`config.mk`:
```
export PLATFORM = sky130hd
export DESIGN_NAME = reg_file_mp
export DESIGN_NICKNAME = d
export VERILOG_FILES = /design/src/rtl/reg_file_mp.sv
export SDC_FILE = /design/constraint.sdc
export NUM_CORES = 1
export LEC_CHECK = 0
export CELL_PAD_IN_SITES_DETAIL_PLACEMENT = 2
export CELL_PAD_IN_SITES_GLOBAL_PLACEMENT = 2
export CORE_MARGIN = 8
export CORE_UTILIZATION = 42
export DETAILED_ROUTE_END_ITERATION = 10
export PLACE_DENSITY_LB_ADDON = 0.3
export RECOVER_POWER = 50
export SLEW_MARGIN = 20
export SYNTH_ARGS = -nofsm -noshare
export SYNTH_HDL_FRONTEND = slang
export SYNTH_SLANG_ARGS = --single-unit
```
`constraint.sdc`:
```
create_clock -name clk -period 2.5 [get_ports clk]
set_clock_uncertainty 0.15 [all_clocks]
set_input_delay 0.375 -clock clk [delete_from_list [all_inputs] [get_ports clk]]
set_output_delay 0.375 -clock clk [all_outputs]
set_load 0.1 [all_outputs]
```
`src/rtl/reg_file_mp.sv`:
```
// Multi-port register file: 2 comb reads, 2 prioritised writes, bulk-clear engine.
// Optional same-cycle write-to-read bypass enabled by defining RF_BYPASS_EN.
module reg_file_mp #(
    parameter int PW      = 3,
    parameter int DW      = 8,
    parameter int ZERO_R0 = 0
) (
    input  logic          clk,
    input  logic          rst_n,
    input  logic [PW-1:0] rd_addrA,
    input  logic [PW-1:0] rd_addrB,
    output logic [DW-1:0] datA_out,
    output logic [DW-1:0] datB_out,
    input  logic          wr_en0,
    input  logic [PW-1:0] wr_addr0,
    input  logic [DW-1:0] dat_in0,
    input  logic          wr_en1,
    input  logic [PW-1:0] wr_addr1,
    input  logic [DW-1:0] dat_in1,
    input  logic          clr_req,
    output logic          busy,
    output logic          clr_done,
    output logic          wr_drop
);

    localparam int DEPTH = 1 << PW;
    localparam bit ZR    = (ZERO_R0 != 0);

    typedef enum logic [1:0] {IDLE, CLEAR, DONE} state_t;

    state_t        state_q, state_d;
    logic [PW-1:0] idx_q, idx_d;
    logic          busy_q, busy_d;
    logic          clr_done_q, clr_done_d;
    logic [DW-1:0] core_q [DEPTH];
    logic [DW-1:0] core_d [DEPTH];

    // Read one port: stored data, optional bypass, forced zero on entry 0.
    function automatic logic [DW-1:0] rd_port(input logic [PW-1:0] a);
        logic [DW-1:0] r;
        r = core_q[a];
`ifdef RF_BYPASS_EN
        if (state_q == IDLE) begin
            if (wr_en1 && wr_addr1 == a) r = dat_in1;
            else if (wr_en0 && wr_addr0 == a) r = dat_in0;
        end
`endif
        if (ZR && a == '0) r = '0;
        return r;
    endfunction

    assign datA_out = rd_port(rd_addrA);
    assign datB_out = rd_port(rd_addrB);
    assign busy     = busy_q;
    assign clr_done = clr_done_q;
    assign wr_drop  = busy_q & (wr_en0 | wr_en1);

    // Next-state: user writes in IDLE, one entry cleared per edge in CLEAR.
    always_comb begin
        state_d = state_q;
        idx_d   = idx_q;
        core_d  = core_q;
        unique case (state_q)
            IDLE: begin
                if (wr_en0 && !(ZR && wr_addr0 == '0))
                    core_d[wr_addr0] = dat_in0;
                if (wr_en1 && !(ZR && wr_addr1 == '0))
                    core_d[wr_addr1] = dat_in1;
                if (clr_req) begin
                    state_d = CLEAR;
                    idx_d   = '0;
                end
            end
            CLEAR: begin
                core_d[idx_q] = '0;
                idx_d         = idx_q + PW'(1);
                if (idx_q == PW'(DEPTH - 1))
                    state_d = DONE;
            end
            DONE:    state_d = IDLE;
            default: state_d = IDLE;
        endcase
        busy_d     = (state_d != IDLE);
        clr_done_d = (state_d == DONE);
    end

    // State, index, registered status outputs and storage array.
    always_ff @(posedge clk or negedge rst_n) begin
        if (!rst_n) begin
            state_q    <= IDLE;
            idx_q      <= '0;
            busy_q     <= 1'b0;
            clr_done_q <= 1'b0;
            for (int i = 0; i < DEPTH; i++)
                core_q[i] <= '0;
        end else begin
            state_q    <= state_d;
            idx_q      <= idx_d;
            busy_q     <= busy_d;
            clr_done_q <= clr_done_d;
            for (int i = 0; i < DEPTH; i++)
                core_q[i] <= core_d[i];
        end
    end

endmodule

```
# Word-level counts from Yosys, hierarchy flattened
# Cells that the tools add are included.
dict set report classes {
  mux 23
  magnitude_cmp 8
  n_bitwise 9
  add_sub_neg 1
  reduce_logical 7
  n_eq_ne 4
}
# operator n
set ops {}
lappend ops {{64-bit two-way mux} 3}
lappend ops {{64-bit bitwise mux} 2}
lappend ops {{64-bit case mux with 2 select lines} 1}
lappend ops {{8-bit demux with 3-bit select} 3}
lappend ops {{64-bit bitwise AND} 1}
lappend ops {{64-bit inverter} 1}
lappend ops {{8-bit two-way mux} 7}
lappend ops {{8-bit binary-select mux with 3-bit select} 2}
lappend ops {{4-bit greater-or-equal comparator, second input constant} 5}
lappend ops {{3-bit inverter with 4-bit output} 5}
lappend ops {{4-bit by 1-bit less-than comparator with 1-bit output, second input constant} 3}
lappend ops {{3-bit case mux with 2 select lines} 1}
lappend ops {{2-bit two-way mux} 2}
lappend ops {{2-bit case mux with 2 select lines} 1}
lappend ops {{2-bit nonzero test} 2}
lappend ops {{3-bit by 1-bit adder with 3-bit output, second input constant} 1}
lappend ops {{3-bit equality test, second input constant} 1}
lappend ops {{1-bit logical AND} 3}
lappend ops {{3-bit two-way mux} 1}
lappend ops {{2-bit by 1-bit equality test with 1-bit output, second input constant} 1}
lappend ops {{2-bit equality test, second input constant} 1}
lappend ops {{2-bit zero test} 1}
lappend ops {{2-bit != test, second input constant} 1}
lappend ops {{2-bit AND reduction} 1}
lappend ops {{other kinds (2)} 2}
dict set report totals {
  ff_bits 71
  input_bits 33
}

# Longest topological paths before layout
# Gate-level depths: netlist of run 1.
dict set report logic_depth {
  ltp_word 11
  depth_mapped 6
  depth_no_buf 5
}

# Worst setup path before layout of run 1
# No wires, ideal clock.
dict set report synth_timing {
  path_kind {reg2out}
  startpoint {reg busy_q (netlist: busy)}
  endpoint {out wr_drop}
  path_buffers 0
  path_stages_with_launch 2
  arrival_ns 1.745
  slack_ns 0.230
  t_required_ns 1.975
  cell_sequence {dfrtp_1 -> o21a_1}
}
dict set report synth_between {
  elab_chain_cells 1
}
# item line
set synth_rtl {}
lappend synth_rtl {{from (decl)} 33} ;# logic busy_q, busy_d;
lappend synth_rtl {{from (signal assigned)} 99} ;# busy_q <= busy_d;
lappend synth_rtl {{1-bit bitwise AND} 56} ;# assign wr_drop = busy_q & (wr_en0 | wr_en1);
lappend synth_rtl {{to (decl)} 23} ;# output logic wr_drop
# Every way passes these cells.

# Final worst setup path of run 1
dict set report layout_timing {
  startpoint {in rd_addrB[0]}
  endpoint {out datB_out[2]}
}
dict set report layout_between {
  elab_chain_cells 4
}
# item line
set layout_rtl {}
lappend layout_rtl {{from (decl)} 11} ;# input logic [PW-1:0] rd_addrB,
lappend layout_rtl {{3-bit inverter with 4-bit output (implied by the code)} 41} ;# r = core_q[a];
lappend layout_rtl {{8-bit binary-select mux with 3-bit select} 41}
lappend layout_rtl {{8-bit two-way mux (implied by the code) (2 in a row)} 41}
lappend layout_rtl {{to (decl)} 13} ;# output logic [DW-1:0] datB_out,
# Every way passes these cells. The select of a mux whose other input is x is not followed.

==> metrics.txt, run 1 <==
remaining global-route overflow=0; Clock Path Buffers=2; reg2reg end=core_q[14]; CP peak stage delay=490 ps; CP Capture Type=output pin; final wirelength=20.8 mm; Starting Density=0.424; nets=520; vias=4610; Layout Utilization=0.539; r2r startpoint=state_q[1]; Met2 Routed Length=10.4 mm; synthesis-stage register bit count=71; hold path start=core_q[18]; H-tree Lvls=3; Met1 Wirelength=8.73 mm; Die X=125 µm; min cycle time layout=2460 ps; DRT Pass-1 Iters=4; antenna violations before repair=0; Most used DFF post-synth=dfrtp_1; fraction of registers with async set or reset after synthesis=1.00; CTS buffer count=9; Worst R2R Path Depth=3; Sink Count=71; CP Launch Type=primary input; commonest non-fill, non-tap cell in the layout=dfrtp_1; flop2flop setup slack=180 ps; Final Wtd Congestion=0.826; Core Rows=40; period utilization=0.985; I/O Buffers=51; most frequent cells in the layout=71 x dfrtp_1, 59 x mux2i_1, 36 x nand3_1; Fmax=0.406 GHz; Worst EP required=1980 ps; status=finished, final reports clean; Fillers=1133; CP max FO=7; Core Box Area=0.0119 mm²; endpoints failing setup=0; Hold Crit Class=flip-flop to flip-flop; layout cell share with drive strength beyond 1=0.280; vias in the first global route=5250; Ports=52; Area contributors post-synth=dfrtp_1 35%, mux4_2 14%, mux2i_1 12%; cells after synthesis=432; area leader, netlist=dfrtp_1; Mapped Avg Cell Area=11.6 µm²; met3 wire length=1.02 mm; LEAKAGE=2.67 nW; Worst Tran Pin Value=1170 ps; worst path cell trace=clkdlybuf4s15_1, bufbuf_16, mux4_2, mux2_2, buf_12; Synth top area share=0.354; CP Class=primary input to output pin; max-slew violations=0; CP max-delay cell=mux4_2; 1st-iter DRT viols=386; synthesized cell area=0.00502 mm²; RSZ-0062 raised after global routing=false; Pwr Total=7.09 mW; Post-Syn Nets=467; sequential fraction of the synthesis area=0.354; multi-input logic area=0.00303 mm²; warning count from the yosys run=0; FF+latch area=0.00178 mm²; Area Overhead vs Synth=27.3%; DR WL/cell=32.7 µm; die area=0.0157 mm²; Post-synth EDFFs=0; relative slew slack=0.220; Residual DRC=0; Final Hold Vio Count=0; max-cap viol count=0; antenna fix cells=0; hpwl dp=14.8 mm; All-Layer GR Usage=0.271; Clk Tree Root Cell=clkbuf_16; CTS tree=built; Die Y=125 µm; first-pass GRT wire length=32.9 mm; Routed Antenna Nets=0; critical path launch point=rd_addrB[0]; Clk pin slew, worst setup/hold paths=60 ps; Yosys cell types=49; P per Cell Area=1110 mW/mm²; DR top layer=met4; vias per cell=7.24; largest net degree at the start of global routing=58; worst setup path end=datB_out[2]; Arr. time, crit path=1940 ps; worst-skew pair later-pin latency=350 ps; Max IR drop VDD=0.000707 V
per-layer routing:
layer / GRT usage / vias up
met1: 0.345 / 2471
met2: 0.452 / 193
met3: 0.0455 / 54
met5: 0 / -
met4: 0.104 / 0
li1: - / 1892
sequential cells by signal (all words and copies together) (netlist names):
| signal | count |
|---|---|
| state_q | 2 |
| clr_done | 1 |
| busy | 1 |
| core_q | 64 |
| idx_q | 3 |
critical path: cells and delay by family:
family,cells,cell delay [ps]
buffers and inverters,3,750
muxes,2,800
where the power goes:
group,switching [mW],leakage [nW],internal (mW)
Clock,0.532,0.149,0.801
Combinational,2.13,1.56,1.44
Sequential,0.641,0.956,1.55
cell families (layout without fill, tap and decap cells):
| family | count (synthesis) | after routing | share of synthesized area |
|---|---|---|---|
| muxes | 108 | 108 | 0.299 |
| AOI/OAI and AO/OA | 98 | 98 | 0.152 |
| adders and majority gates | 2 | 2 | 0.00498 |
| and+or+nand+nor | 101 | 101 | 0.139 |
| DFF | 71 | 71 | 0.354 |
| buffers and inverters | 52 | 110 | 0.0515 |
through the flow:
stage	TNS, ps	std cells	cell area, µm²	hold WS (ps)	setup slack [ps]
floorplan	0	432	5020	-70.6	230
global placement	-1210	617	6010	211	-91.6
detailed placement	-1950	617	6010	221	-139
CTS	0	637	6410	399	14.5
global route	0	637	6400	462	12.2
finish	0	637	6400	442	37.9
Yosys cell counts (4+ instances only):
cell type / n
dfrtp_1: 71
mux2i_1: 59
nand3_1: 36
mux4_2: 32
a32oi_1: 28
buf_2: 24
o221ai_1: 24
o21ai_0: 20
mux2_2: 17
clkbuf_1: 13
nand2_1: 10
buf_1: 7
nand4b_1: 7
and3_1: 6
o211ai_1: 6
o21ai_1: 6
a221o_1: 5
and4b_1: 4
or4b_1: 4
worst min-delay path by stage:
stage,end,cells past startpoint
3_3_place_gp,core_q[16],1
4_1_cts,core_q[32],2
5_1_grt,core_q[41],1
6_report,core_q[18],2
3_5_place_dp,core_q[20],1
2_1_floorplan,busy,0
area by class of cell:
class	instances	area share
repair buffers	92	0.171
flip-flops and latches	71	0.278
inverters	2	0.00117
well taps	147	0.0288
multi-input cells	309	0.474
clock inverters	5	0.00900
clock buffers	11	0.0379
what timing repair did:
action	in CTS	in global routing
setup buffers	1	0
setup endpoints to repair	16	2
hold buffers	1	0
pin swaps	0	0
resized for setup	10	1
hold endpoints to repair	32	0
cloned	2	0
Note: power is estimated with default switching activity, not from simulation.
==> inputs of run 2 (changes only) <==
--- a/config.mk
+++ b/config.mk
@@ -11,7 +11,6 @@
 export CORE_UTILIZATION = 42
 export DETAILED_ROUTE_END_ITERATION = 10
 export PLACE_DENSITY_LB_ADDON = 0.3
-export RECOVER_POWER = 50
 export SLEW_MARGIN = 20
 export SYNTH_ARGS = -nofsm -noshare
 export SYNTH_HDL_FRONTEND = slang
==> constraint.sdc (replaced) <==
create_clock -name clk -period 2.5 [get_ports clk]
set_clock_uncertainty 0.15 [all_clocks]
set_input_delay 0.75 -clock clk [delete_from_list [all_inputs] [get_ports clk]]
set_output_delay 0.75 -clock clk [all_outputs]
set_load 0.1 [all_outputs]
==> run 2 against run 1 <==
Net effect:
- the flow now finishes with violations (negative setup slack)
- fmax down 15%
- cell area is 4.7% higher
- combinational power rose by 7.3%
- hold slack worse by 180 ps
- power up 4.8%
- critical path type unchanged
- clock power about the same
- sequential cell count stayed put
- first-iteration DRC count is 25% higher
- cell count up 3.6%
- wire length up 15%
- largest cell class unchanged
- die area stayed put
- critical path depth stayed put
- largest power group unchanged
==> metrics.txt, run 2 (synthesis results as in run 1) <==
Die Y=125 µm; nets=543; CP Class=primary input to output pin; Biggest register=core_q; vias=4934; antenna violations before repair=0; final wirelength=23.9 mm; min cycle time layout=2910 ps; DRT Pass-1 Iters=6; Worst EP required=1600 ps; period utilization=1.16; I/O Buffers=51; Max IR drop VDD=0.000749 V; vias per cell=7.48; max-slew violations=0; status=finished, violations left; 1st-iter DRT viols=482; Final Wtd Congestion=0.842; Largest register FFs=64; Worst Tran Pin Value=1270 ps; hpwl dp=15.7 mm; P per Cell Area=1110 mW/mm²; Residual DRC=0; post-route setup TNS=-6010 ps; Clk Tree Root Cell=clkbuf_16; CP Capture Type=output pin; Clk pin slew, worst setup/hold paths=60 ps; RSZ-0062 raised after global routing=true; Sink Count=71; dpl cells=640; DR WL/cell=36.2 µm; Core Rows=40; Fmax=0.344 GHz; Top Registers=core_q: 64 flops, idx_q: 3 flops, state_q: 2 flops; Fillers=1103; All-Layer GR Usage=0.305; met3 wire length=1.91 mm; CTS buffer count=9; first-pass GRT wire length=36.4 mm; Starting Density=0.424; vias in the first global route=5576; worst-skew pair later-pin latency=350 ps; remaining global-route overflow=0; Met1 Wirelength=9.24 mm; die area=0.0157 mm²; max-cap viol count=0; violated checks=negative setup slack; Pwr Total=7.43 mW; Hold Crit Class=primary input to async pin; Clock Path Buffers=2; endpoints failing setup=18; Non-Filler Instances=660; LEAKAGE=2.86 nW; Arr. time, crit path=2010 ps; Hold Buf Count CTS=0; H-tree Lvls=3; layout cell share with drive strength beyond 1=0.329; Core Box Area=0.0119 mm²; DR top layer=met4; Die X=125 µm; Ports=52; Area Overhead vs Synth=33.3%; most frequent cells in the layout=71 x dfrtp_1, 59 x mux2i_1, 51 x buf_4; commonest non-fill, non-tap cell in the layout=dfrtp_1; CTS tree=built; Final Hold Vio Count=0; CP max FO=7; Met2 Routed Length=11.7 mm; relative slew slack=0.149; antenna fix cells=0; final worst slack=-407 ps; CP Launch Type=primary input; largest net degree at the start of global routing=72; Routed Antenna Nets=0
==> run 2: changes by cell type in the layout (fill, tap and decap cells not counted), moves of 3 or more <==
cell and delta:
clkdlybuf4s50_1 -4, mux2_4 +11, mux2_2 -11, buf_6 +4, buf_12 +5, buf_4 +20
clkbuf_1 -3
==> run 2: metrics by stage <==
stage	utilization	worst slack (ps)	hold slack, ps	cell area (µm²)
6_report	0.565	-407	262	6700
5_1_grt	0.565	-415	312	6700
4_1_cts	0.564	-393	297	6690
3_5_place_dp	0.532	-887	417	6310
3_3_place_gp	0.532	-829	377	6310
2_1_floorplan	-	-277	304	5150
==> run 2: cell type report <==
| class | instances | area, µm² | share of cell area |
|---|---|---|---|
| clock buffer | 10 | 239 | 0.0357 |
| multi-input combinational | 309 | 3080 | 0.460 |
| sequential | 71 | 1780 | 0.265 |
| clock inverter | 6 | 60.1 | 0.00897 |
| inverter | 2 | 7.51 | 0.00112 |
| timing repair buffer | 115 | 1350 | 0.202 |
| tap | 147 | 184 | 0.0275 |
==> run 2: routing by layer <==
metal	up-vias	track usage
met5	-	0
met4	0	0.144
met3	82	0.0824
met2	328	0.504
met1	2591	0.363
li1	1933	-
==> run 2: worst paths after layout <==
| check | startpoint | endpoint | slack [ps] | cells past startpoint |
|---|---|---|---|---|
| worst max-delay path | rd_addrB[0] | datB_out[6] | -410 | 5 |
| worst min-delay path | rst_n | core_q[21] | 260 | 2 |
| worst max register to register | state_q[1] | core_q[62] | 70 | 3 |
| worst min register to register | core_q[41] | core_q[41] | 430 | 1 |
| max in group asynchronous | rst_n | core_q[37] | 1580 | 2 |
| min in group clk | core_q[41] | core_q[41] | 430 | 1 |
==> run 2: critical path, cell delays in order <==
cell    delay, ps
buf_12         90
buf_12        140
mux4_2        530
mux2_4        310
buf_12        170
==> run 2: what timing repair did <==
item	4_1_cts	5_1_grt
gates cloned	2	0
setup buffers	3	1
resized for setup	35	5
setup endpoints to repair	17	27
==> run 2: power by group <==
part / internal (mW) / total (mW) / switching [mW]
logic: 1.55 / 3.83 / 2.28
registers: 1.55 / 2.24 / 0.694
clock network: 0.795 / 1.36 / 0.563
total: 3.90 / 7.43 / 3.53
